$ cat src/rtl/uart_cmd_parser_pkg.sv
// Shared definitions for the host command framer: state encodings, error
// causes and default framing constants.
package uart_cmd_parser_pkg;

  typedef enum logic [2:0] {
    S_IDLE = 3'd0,
    S_CMD  = 3'd1,
    S_AHI  = 3'd2,
    S_ALO  = 3'd3,
    S_CHK  = 3'd4
  } state_t;

  localparam logic [1:0] ERR_NONE = 2'd0;
  localparam logic [1:0] ERR_CHK  = 2'd1;
  localparam logic [1:0] ERR_TMO  = 2'd2;

  localparam logic [7:0] SYNC_BYTE_DEF = 8'hA5;
  localparam int         CLKS_PER_BIT  = 5208;

endpackage

$ cat src/rtl/uart_cmd_parser_gap_timer.sv
// Inter-byte gap timer. Counts up while enabled and pulses expired for one
// cycle when it sits on TERMINAL-1 with no clear that cycle. The pulse also
// clears the count, so the counter never wraps.
module byte_gap_timer #(
  parameter int TERMINAL = 104160
) (
  input  logic clk,
  input  logic rst_n,
  input  logic clr,
  input  logic en,
  output logic expired
);

  localparam int             W  = (TERMINAL > 1) ? $clog2(TERMINAL) : 1;
  localparam logic [W-1:0]   TC = W'(TERMINAL - 1);

  logic [W-1:0] cnt;

  // A clear in the same cycle as terminal count wins: no expiry.
  assign expired = en && !clr && (cnt == TC);

  // Gap counter: cleared by a byte, by idle, or by its own expiry.
  always_ff @(posedge clk) begin
    if (!rst_n) begin
      cnt <= '0;
    end else if (clr || expired) begin
      cnt <= '0;
    end else if (en) begin
      cnt <= cnt + W'(1);
    end
  end

endmodule

$ cat src/rtl/uart_cmd_parser.sv
// Frames the receiver byte stream into range-sensor host commands:
// SYNC, CMD, ARG_HI, ARG_LO, CHK with CHK = CMD ^ ARG_HI ^ ARG_LO.
//
// state  | meaning
// S_IDLE | waiting for SYNC_BYTE, other bytes dropped silently
// S_CMD  | expecting command byte
// S_AHI  | expecting argument high byte
// S_ALO  | expecting argument low byte
// S_CHK  | expecting checksum byte
module uart_cmd_parser
  import uart_cmd_parser_pkg::*;
#(
  parameter logic [7:0] SYNC_BYTE    = SYNC_BYTE_DEF,
  parameter int         TIMEOUT_CLKS = 104160
) (
  input  logic        clk,
  input  logic        rst_n,
  input  logic        rx_done,
  input  logic [7:0]  rx_data,
  output logic        cmd_valid,
  output logic [7:0]  cmd_code,
  output logic [15:0] cmd_arg,
  output logic        err_pulse,
  output logic [1:0]  err_code,
  output logic        busy
);

  state_t     state, state_nxt;
  logic [7:0] sh_cmd, sh_hi, sh_lo, xor_acc;
  logic       load_cmd, flag_chk, flag_tmo;
  logic       expired;

  assign busy = (state != S_IDLE);

  // Timer is held clear in idle so every frame starts with a fresh gap.
  byte_gap_timer #(.TERMINAL(TIMEOUT_CLKS)) u_gap_timer (
    .clk     (clk),
    .rst_n   (rst_n),
    .clr     (rx_done || !busy),
    .en      (busy),
    .expired (expired)
  );

  // State register.
  always_ff @(posedge clk) begin
    if (!rst_n) state <= S_IDLE;
    else        state <= state_nxt;
  end

  // Next state and one-cycle event decode; expiry implies no byte this cycle.
  always_comb begin
    state_nxt = state;
    load_cmd  = 1'b0;
    flag_chk  = 1'b0;
    flag_tmo  = 1'b0;
    case (state)
      S_IDLE: if (rx_done && rx_data == SYNC_BYTE) state_nxt = S_CMD;
      S_CMD:  if (rx_done) state_nxt = S_AHI;
      S_AHI:  if (rx_done) state_nxt = S_ALO;
      S_ALO:  if (rx_done) state_nxt = S_CHK;
      S_CHK: begin
        if (rx_done) begin
          state_nxt = S_IDLE;
          if (rx_data == xor_acc) load_cmd = 1'b1;
          else                    flag_chk = 1'b1;
        end
      end
      default: state_nxt = S_IDLE;
    endcase
    if (expired) begin
      state_nxt = S_IDLE;
      flag_tmo  = 1'b1;
    end
  end

  // Shadow capture, running XOR and registered outputs.
  always_ff @(posedge clk) begin
    if (!rst_n) begin
      sh_cmd    <= '0;
      sh_hi     <= '0;
      sh_lo     <= '0;
      xor_acc   <= '0;
      cmd_valid <= 1'b0;
      err_pulse <= 1'b0;
      cmd_code  <= '0;
      cmd_arg   <= '0;
      err_code  <= ERR_NONE;
    end else begin
      cmd_valid <= load_cmd;
      err_pulse <= flag_chk || flag_tmo;
      if (rx_done) begin
        case (state)
          S_CMD: begin sh_cmd <= rx_data; xor_acc <= rx_data;           end
          S_AHI: begin sh_hi  <= rx_data; xor_acc <= xor_acc ^ rx_data; end
          S_ALO: begin sh_lo  <= rx_data; xor_acc <= xor_acc ^ rx_data; end
          default: ;
        endcase
      end
      if (load_cmd) begin
        cmd_code <= sh_cmd;
        cmd_arg  <= {sh_hi, sh_lo};
        err_code <= ERR_NONE;
      end
      if (flag_chk) err_code <= ERR_CHK;
      if (flag_tmo) err_code <= ERR_TMO;
    end
  end

endmodule
$ cat config.mk
export PLATFORM = sky130hd
export DESIGN_NAME = uart_cmd_parser
export DESIGN_NICKNAME = d
export VERILOG_FILES = /design/src/rtl/uart_cmd_parser_pkg.sv /design/src/rtl/uart_cmd_parser_gap_timer.sv /design/src/rtl/uart_cmd_parser.sv
export SDC_FILE = /design/constraint.sdc
export NUM_CORES = 1
export LEC_CHECK = 0
export ABC_AREA = 1
export CAP_MARGIN = 15
export CORE_UTILIZATION = 56
export CTS_CLUSTER_SIZE = 20
export DETAILED_ROUTE_END_ITERATION = 6
export PLACE_DENSITY = 0.79
export SLEW_MARGIN = 20
export SYNTH_ARGS = -nofsm -noshare
export SYNTH_HDL_FRONTEND = slang
export SYNTH_SLANG_ARGS = --single-unit
$ cat constraint.sdc
create_clock -name clk -period 2.1 [get_ports clk]
set_clock_uncertainty 0.1 [all_clocks]
set_input_delay 0.315 -clock clk [delete_from_list [all_inputs] [get_ports clk]]
set_output_delay 0.315 -clock clk [all_outputs]
set_load 0.1 [all_outputs]
# Yosys cells after proc, flatten, opt, wreduce, memory -nomap -nowiden
# Cells that the tools add are included.
[classes]
add_sub_neg = 1
eq_ne = 12
n_mux = 17
n_bitwise = 2
reduce_logical = 22
[op_table]
columns = ["cell", "count"]
rows = [
  ["17-bit by 1-bit adder with 17-bit output, second input constant", 1],
  ["17-bit == test, second input constant", 1],
  ["8-bit one-hot mux with 2 select lines", 1],
  ["3-bit two-way mux", 5],
  ["3-bit one-hot mux with 5 select lines", 1],
  ["2-bit != test, second input constant", 5],
  ["8-bit == test", 1],
  ["8-bit == test, second input constant", 1],
  ["2-bit AND reduction", 4],
  ["2-bit OR reduction", 4],
  ["8-bit XOR", 1],
  ["1-bit two-way mux", 7],
  ["3-bit by 2-bit == test with 1-bit output, second input constant", 2],
  ["2-bit two-way mux", 3],
  ["3-bit nonzero test", 2],
  ["5-bit AND reduction", 1],
  ["2-bit nonzero test", 2],
  ["3-bit by 1-bit == test with 1-bit output, second input constant", 1],
  ["3-bit == test, second input constant", 1],
  ["1-bit logical AND", 3],
  ["3-bit zero test", 1],
  ["1-bit logical OR", 3],
  ["1-bit zero test", 2],
  ["1-bit NOT", 1],
]
[word_totals]
register_bits = 80
inputBits = 11
out_inout_bits = 29
wordCells = 66

# Depth between registers and ports, before layout
[depth]
ltp_word = 8
mapped_depth = 10
ltp_nobuf = 10

# Cells and area by module
# From an unflattened synthesis, not the netlist that was laid out.
[unflattened]
cells_unflattened = 577
hier_area_um2 = 3908.7
[by_module_without_submodules]
columns = ["module", "instances", "cells_each", "area_per_inst_um2"]
rows = [
  ["uart_cmd_parser", 1, 439, 2931.6],
  ["byte_gap_timer", 1, 138, 977.2],
]

# Least setup slack after synthesis
# No wires, ideal clock.
[synth_path]
path_kind = "reg2reg"
from = "reg state[2]"
to = "reg u_gap_timer.cnt[3]"
arrival_ns = 1.388
t_required_ns = 1.930
path_slack_ns = 0.542
path_stages_with_launch = 8
path_buffers = 1
synth_period_minus_slack_ns = 1.558
path_cell_list = "dfxtp_1 > inv_2 > nand2_4 > inv_2 > nor2_2 > nand3_1 > buf_2 > a21oi_1"
[synth_between]
elab_chain_len = 8
[synth_lines]
columns = ["item", "line", "rtl"]
rows = [
  ["start: declaration", "uart_cmd_parser.sv:28", "state_t state, state_nxt;"],
  ["start signal: assignment", "uart_cmd_parser.sv:47", "else state <= state_nxt;"],
  ["3-bit nonzero test (*)", "uart_cmd_parser.sv:33", "assign busy = (state != S_IDLE);"],
  ["named net busy", "uart_cmd_parser.sv:25", "output logic busy"],
  ["1-bit zero test", "uart_cmd_parser.sv:39", ".clr (rx_done || !busy),"],
  ["1-bit logical OR", "uart_cmd_parser.sv:39", ""],
  ["1-bit zero test", "uart_cmd_parser_gap_timer.sv:20", "assign expired = en && !clr && (cnt == TC);"],
  ["1-bit logical AND (2 in a row)", "uart_cmd_parser_gap_timer.sv:20", ""],
  ["1-bit logical OR", "uart_cmd_parser_gap_timer.sv:26", "end else if (clr || expired) begin"],
  ["2-bit OR reduction (no source line)", "n/a", ""],
  ["end signal: assignment", "uart_cmd_parser_gap_timer.sv:29", "cnt <= cnt + W'(1);"],
  ["end: declaration", "uart_cmd_parser_gap_timer.sv:17", "logic [W-1:0] cnt;"],
]
# The timed path passes the listed nets; every way through them passes the cells marked *.
# A chain may end at the register's enable or synchronous reset.

# Worst setup path in the final report
[layout_path]
from = "reg u_gap_timer.cnt[0]"
to = "reg u_gap_timer.cnt[11]"
[layout_between]
elab_chain_len = 4
word_cells_on_any_way = 5
classes_between = "add/sub (1); eq/ne (1); reduce/logical (3)"
[layout_lines]
columns = ["item"]
rows = [
  ["branches (longest 4 deep; another with 17-bit by 1-bit adder with 17-bit output)"],
]
# Parallel ways; which one is timed is not known.

==> results.txt <==
----------------------------------------------------
[Status]
  Run status ... completed

[Yosys]
  Share of synthesized cell area in full adder, half adder and majority cells ... 0.343%
  Post-Synth XOR/XNOR Area ... 3.12%
  Most repeated cell in the gate-level netlist after synthesis ... nand2_1
  Largest cells by area after synthesis ... dfxtp_1, nand2_1, inv_1
  Cell type with the largest total area after synthesis ... dfxtp_1
  Share of the synthesized area in compound gates (AO/OA/AOI/OAI) ... 10.0%
  Synthesized Nets ... 540
  Async S/R FF share, synth ... 0%
  Combinational family with the most area after synthesis ... simple AND/OR/NAND/NOR gates
  Mapped Cells ... 528
  Top cells by count, synth ... nand2_1, inv_1, dfxtp_1, nor2_1, a21oi_1
  Count of yosys warnings during synthesis ... 0
  Top FF cell, synth ... dfxtp_1
  Post-Syn Area per Cell ... 6.91 um^2
  Share of the synthesized area in the top cell type ... 43.9%
  Proportion of synthesized area in mux cells ... 0%
  Unique masters post-synth ... 25
  Synthesis-stage register bit count ... 80
  Post-synth EDFFs ... 0
  Part of the Yosys area used for sequential elements ... 43.9%
  Simple-Gate Fraction of Synth Area ... 29.3%
  Netlist Area Pre-Place ... 3650 um^2

[Worst setup path]
  Kind of start point of the critical path ... register
  Crit path buffers/inverters ... 2
  Slowest stage cell on the critical path ... dfxtp_1
  Critical path start-end classification ... reg2reg
  Most prevalent standard cell on the critical path ... nand2_1
  Crit Path Max Fanout ... 8
  Worst path required time ... 2.24 ns
  Worst-path cell chain ... ha_1 -> nand2_1 -> inv_1 -> nand2_1 -> nor2_1 -> nand2_1 -> nand3_1 -> inv_1 -> nand2_1 -> nor2_1
  Cell family contributing the most delay on the critical path ... simple AND/OR/NAND/NOR gates
  Max stage delay on crit path ... 0.36 ns
  CP endpoint kind ... register
  Worst path arrival time ... 1.87 ns

[Power]
  Leakage power summed over all cells ... 1.79 nW
  Switching Fraction ... 26.1%
  Switching power of the nets ... 0.000777 W
  Internal power ... 0.00220 W
  Max VDD drop ... 0.428 mV
  Part of the total power dissipated in combinational logic ... 10.1%
  Clock network fraction of total power ... 37.4%
  Sequential share of power ... 52.5%
  Cell Pwr Density ... 686 nW/um^2

[GRT]
  Number of antenna violations at the first check in global routing ... 0
  Wire length of the first global-routing pass ... 12900 um
  Number of global-route vias before repair ... 2943
  Remaining global-route overflow ... 0
  Overall global routing resource usage ... 24.9%
  Pin count of the biggest net entering global routing ... 43

[Die]
  Initial standard-cell utilization of the core ... 57.8%
  Chip width ... 82.7 um
  Die H ... 82.7 um
  DIE AREA ... 6840 um^2
  Std-Cell Core Area ... 6310 um^2
  Site Rows ... 29
  Total I/O pin count ... 40

[Clock network]
  Clock tree from TritonCTS ... done
  Clock latency on the worst-skew pair ... 0.35 ns
  Hold-fix buffer count after cts ... 0
  Number of buffers inserted to repair setup after CTS ... 0
  Sinks on the clock net ... 80
  Clock tree root buffer cell ... clkbuf_8
  Number of clock buffers inserted by TritonCTS ... 9
  Number of levels in the clock H-tree ... 3
  Deepest clock path buffer count ... 2
  Post-CTS clock slew at the launch and capture registers of the worst setup and hold paths ... 0.08 ns
  Gates resized, CTS repair ... 0

[STA]
  Final hold slack ... 0.357 ns
  Setup violators final ... 0
  Final number of hold-violating endpoints ... 0
  Setup_tns ... 0 ns
  Unrepaired setup endpoints after global routing ... no
  Peak clock frequency supported by timing ... 581 MHz
  Number of slew-limit violations in the final report ... 0
  Worst rel slew slack ... 73.3%
  Final period utilization ... 82.0%
  Transition at the pin with the smallest max-transition slack ... 0.398 ns
  Fin crit period ... 1.72 ns

[Layout]
  Number of nets in the final layout ... 593
  Ratio of cells with drive above 1 in the final layout ... 13.5%
  Final Core Density ... 68.7%
  Area of all placed cells without fillers ... 4340 um^2
  Antenna cells ... 0
  Area overhead of the layout relative to synthesis ... 19.0%

[Drt]
  Final wirelength ... 7710 um
  Routed Antenna Nets ... 0
  Final routed DRC violation total ... 0
  Vias per Instance ... 5.03
  Wire length per cell ... 11.6 um
  Detailed Routing Iterations Pass 1 ... 5
  Number of violations reported at the end of detailed-routing iteration 0 ... 211
  Vias after detailed routing ... 3337

[Placement]
  Input/output buffers ... 39
  Placed cell areas ... 4150 um^2
  Post-DP HPWL ... 5580 um
  Routability Congestion ... 0.811

[Job]
  Max-cap check violation count ... 0

[Worst hold path]
  Path type of the worst min-delay path ... reg2reg

----------------------------------------------------
cells in the final DEF, fill, tap and decap left out, types with 2 or more instances in the layout:
cell             netlist  layout
nand2_1              116     116
inv_1                100     100
dfxtp_1               80      80
nor2_1                58      58
buf_4                  0      49
a21oi_1               42      42
o21ai_0               29      29
nand4_1               28      28
nand3_1               18      18
clkdlybuf4s50_1        0      10
clkbuf_8               0       9
nor3_1                 8       8
xor2_1                 7       7
xnor2_1                6       6
nor2_4                 4       4
inv_2                  3       3
clkinvlp_4             0       3
o21ai_1                2       2
nor2_2                 2       2
clkbuf_1               5       2
buf_12                 0       2
worst reg2reg max path, cell delays in order, from the launching register on:
cell     delay, ns
dfxtp_1       0.36
ha_1          0.17
nand2_1       0.05
inv_1         0.11
nand2_1       0.07
nor2_1        0.17
nand2_1       0.07
nand3_1       0.23
inv_1         0.15
nand2_1       0.08
nor2_1        0.04
layer usage:
layer / wire [um] / part of all wire, % / global-route usage [%]
met2: 3600 / 47 / 40.8
met4: 105 / 1.4 / 10.9
met1: 3620 / 47 / 32.0
met5: 0 / 0 / 0
met3: 382 / 5.0 / 4.18
worst paths after layout:
check / endpoint / cells after the start / slack [ns] / startpoint
worst min-delay path: u_gap_timer.cnt[0] / 1 / 0.36 / u_gap_timer.cnt[0]
worst min register to register: u_gap_timer.cnt[0] / 1 / 0.36 / u_gap_timer.cnt[0]
worst max register to register: u_gap_timer.cnt[11] / 10 / 0.38 / u_gap_timer.cnt[0]
worst max-delay path: u_gap_timer.cnt[11] / 10 / 0.38 / u_gap_timer.cnt[0]
cell type report:
type	count	area (um^2)
timing repair buffer	61	508
fill	556	1970
tap	77	96.3
multi-input combinational	326	1560
inverter	103	387
clock inverter	5	57.6
sequential	80	1600
clock buffer	11	131
registers in the layout, summed over array words and instances, names as in the netlist:
register / cells
xor_acc: 8
err_code: 2
u_gap_timer.cnt: 17
err_pulse: 1
cmd_code: 8
sh_lo: 8
cmd_valid: 1
cmd_arg: 16
sh_cmd: 8
state: 3
sh_hi: 8
stage by stage:
| step | setup slack [ns] | instances | total power, W |
|---|---|---|---|
| 2_1_floorplan | 0.542 | 528 | 0.00179 |
| 3_3_place_gp | 0.132 | 647 | 0.00189 |
| 3_5_place_dp | 0.0206 | 647 | 0.00190 |
| 4_1_cts | 0.383 | 663 | 0.00300 |
| 5_1_grt | 0.129 | 663 | 0.00309 |
| 6_report | 0.378 | 663 | 0.00298 |
logic make-up after synthesis:
| family | Yosys count |
|---|---|
| buffers and inverters | 122 |
| XOR/XNOR | 13 |
| AND/OR/NAND/NOR | 239 |
| flip-flops | 80 |
| adder cells (fa/ha/maj) | 1 |
| AO/OA/AOI/OAI | 73 |
power groups by stage:
stage	combinational, W	clock (W)	sequential [W]
detailed placement	0.000297	0	0.00160
global route	0.000332	0.00119	0.00157
global placement	0.000292	0	0.00160
floorplan	0.000192	0	0.00159
CTS	0.000301	0.00113	0.00156
finish	0.000302	0.00111	0.00156
Power figures use the tool's default switching activity.
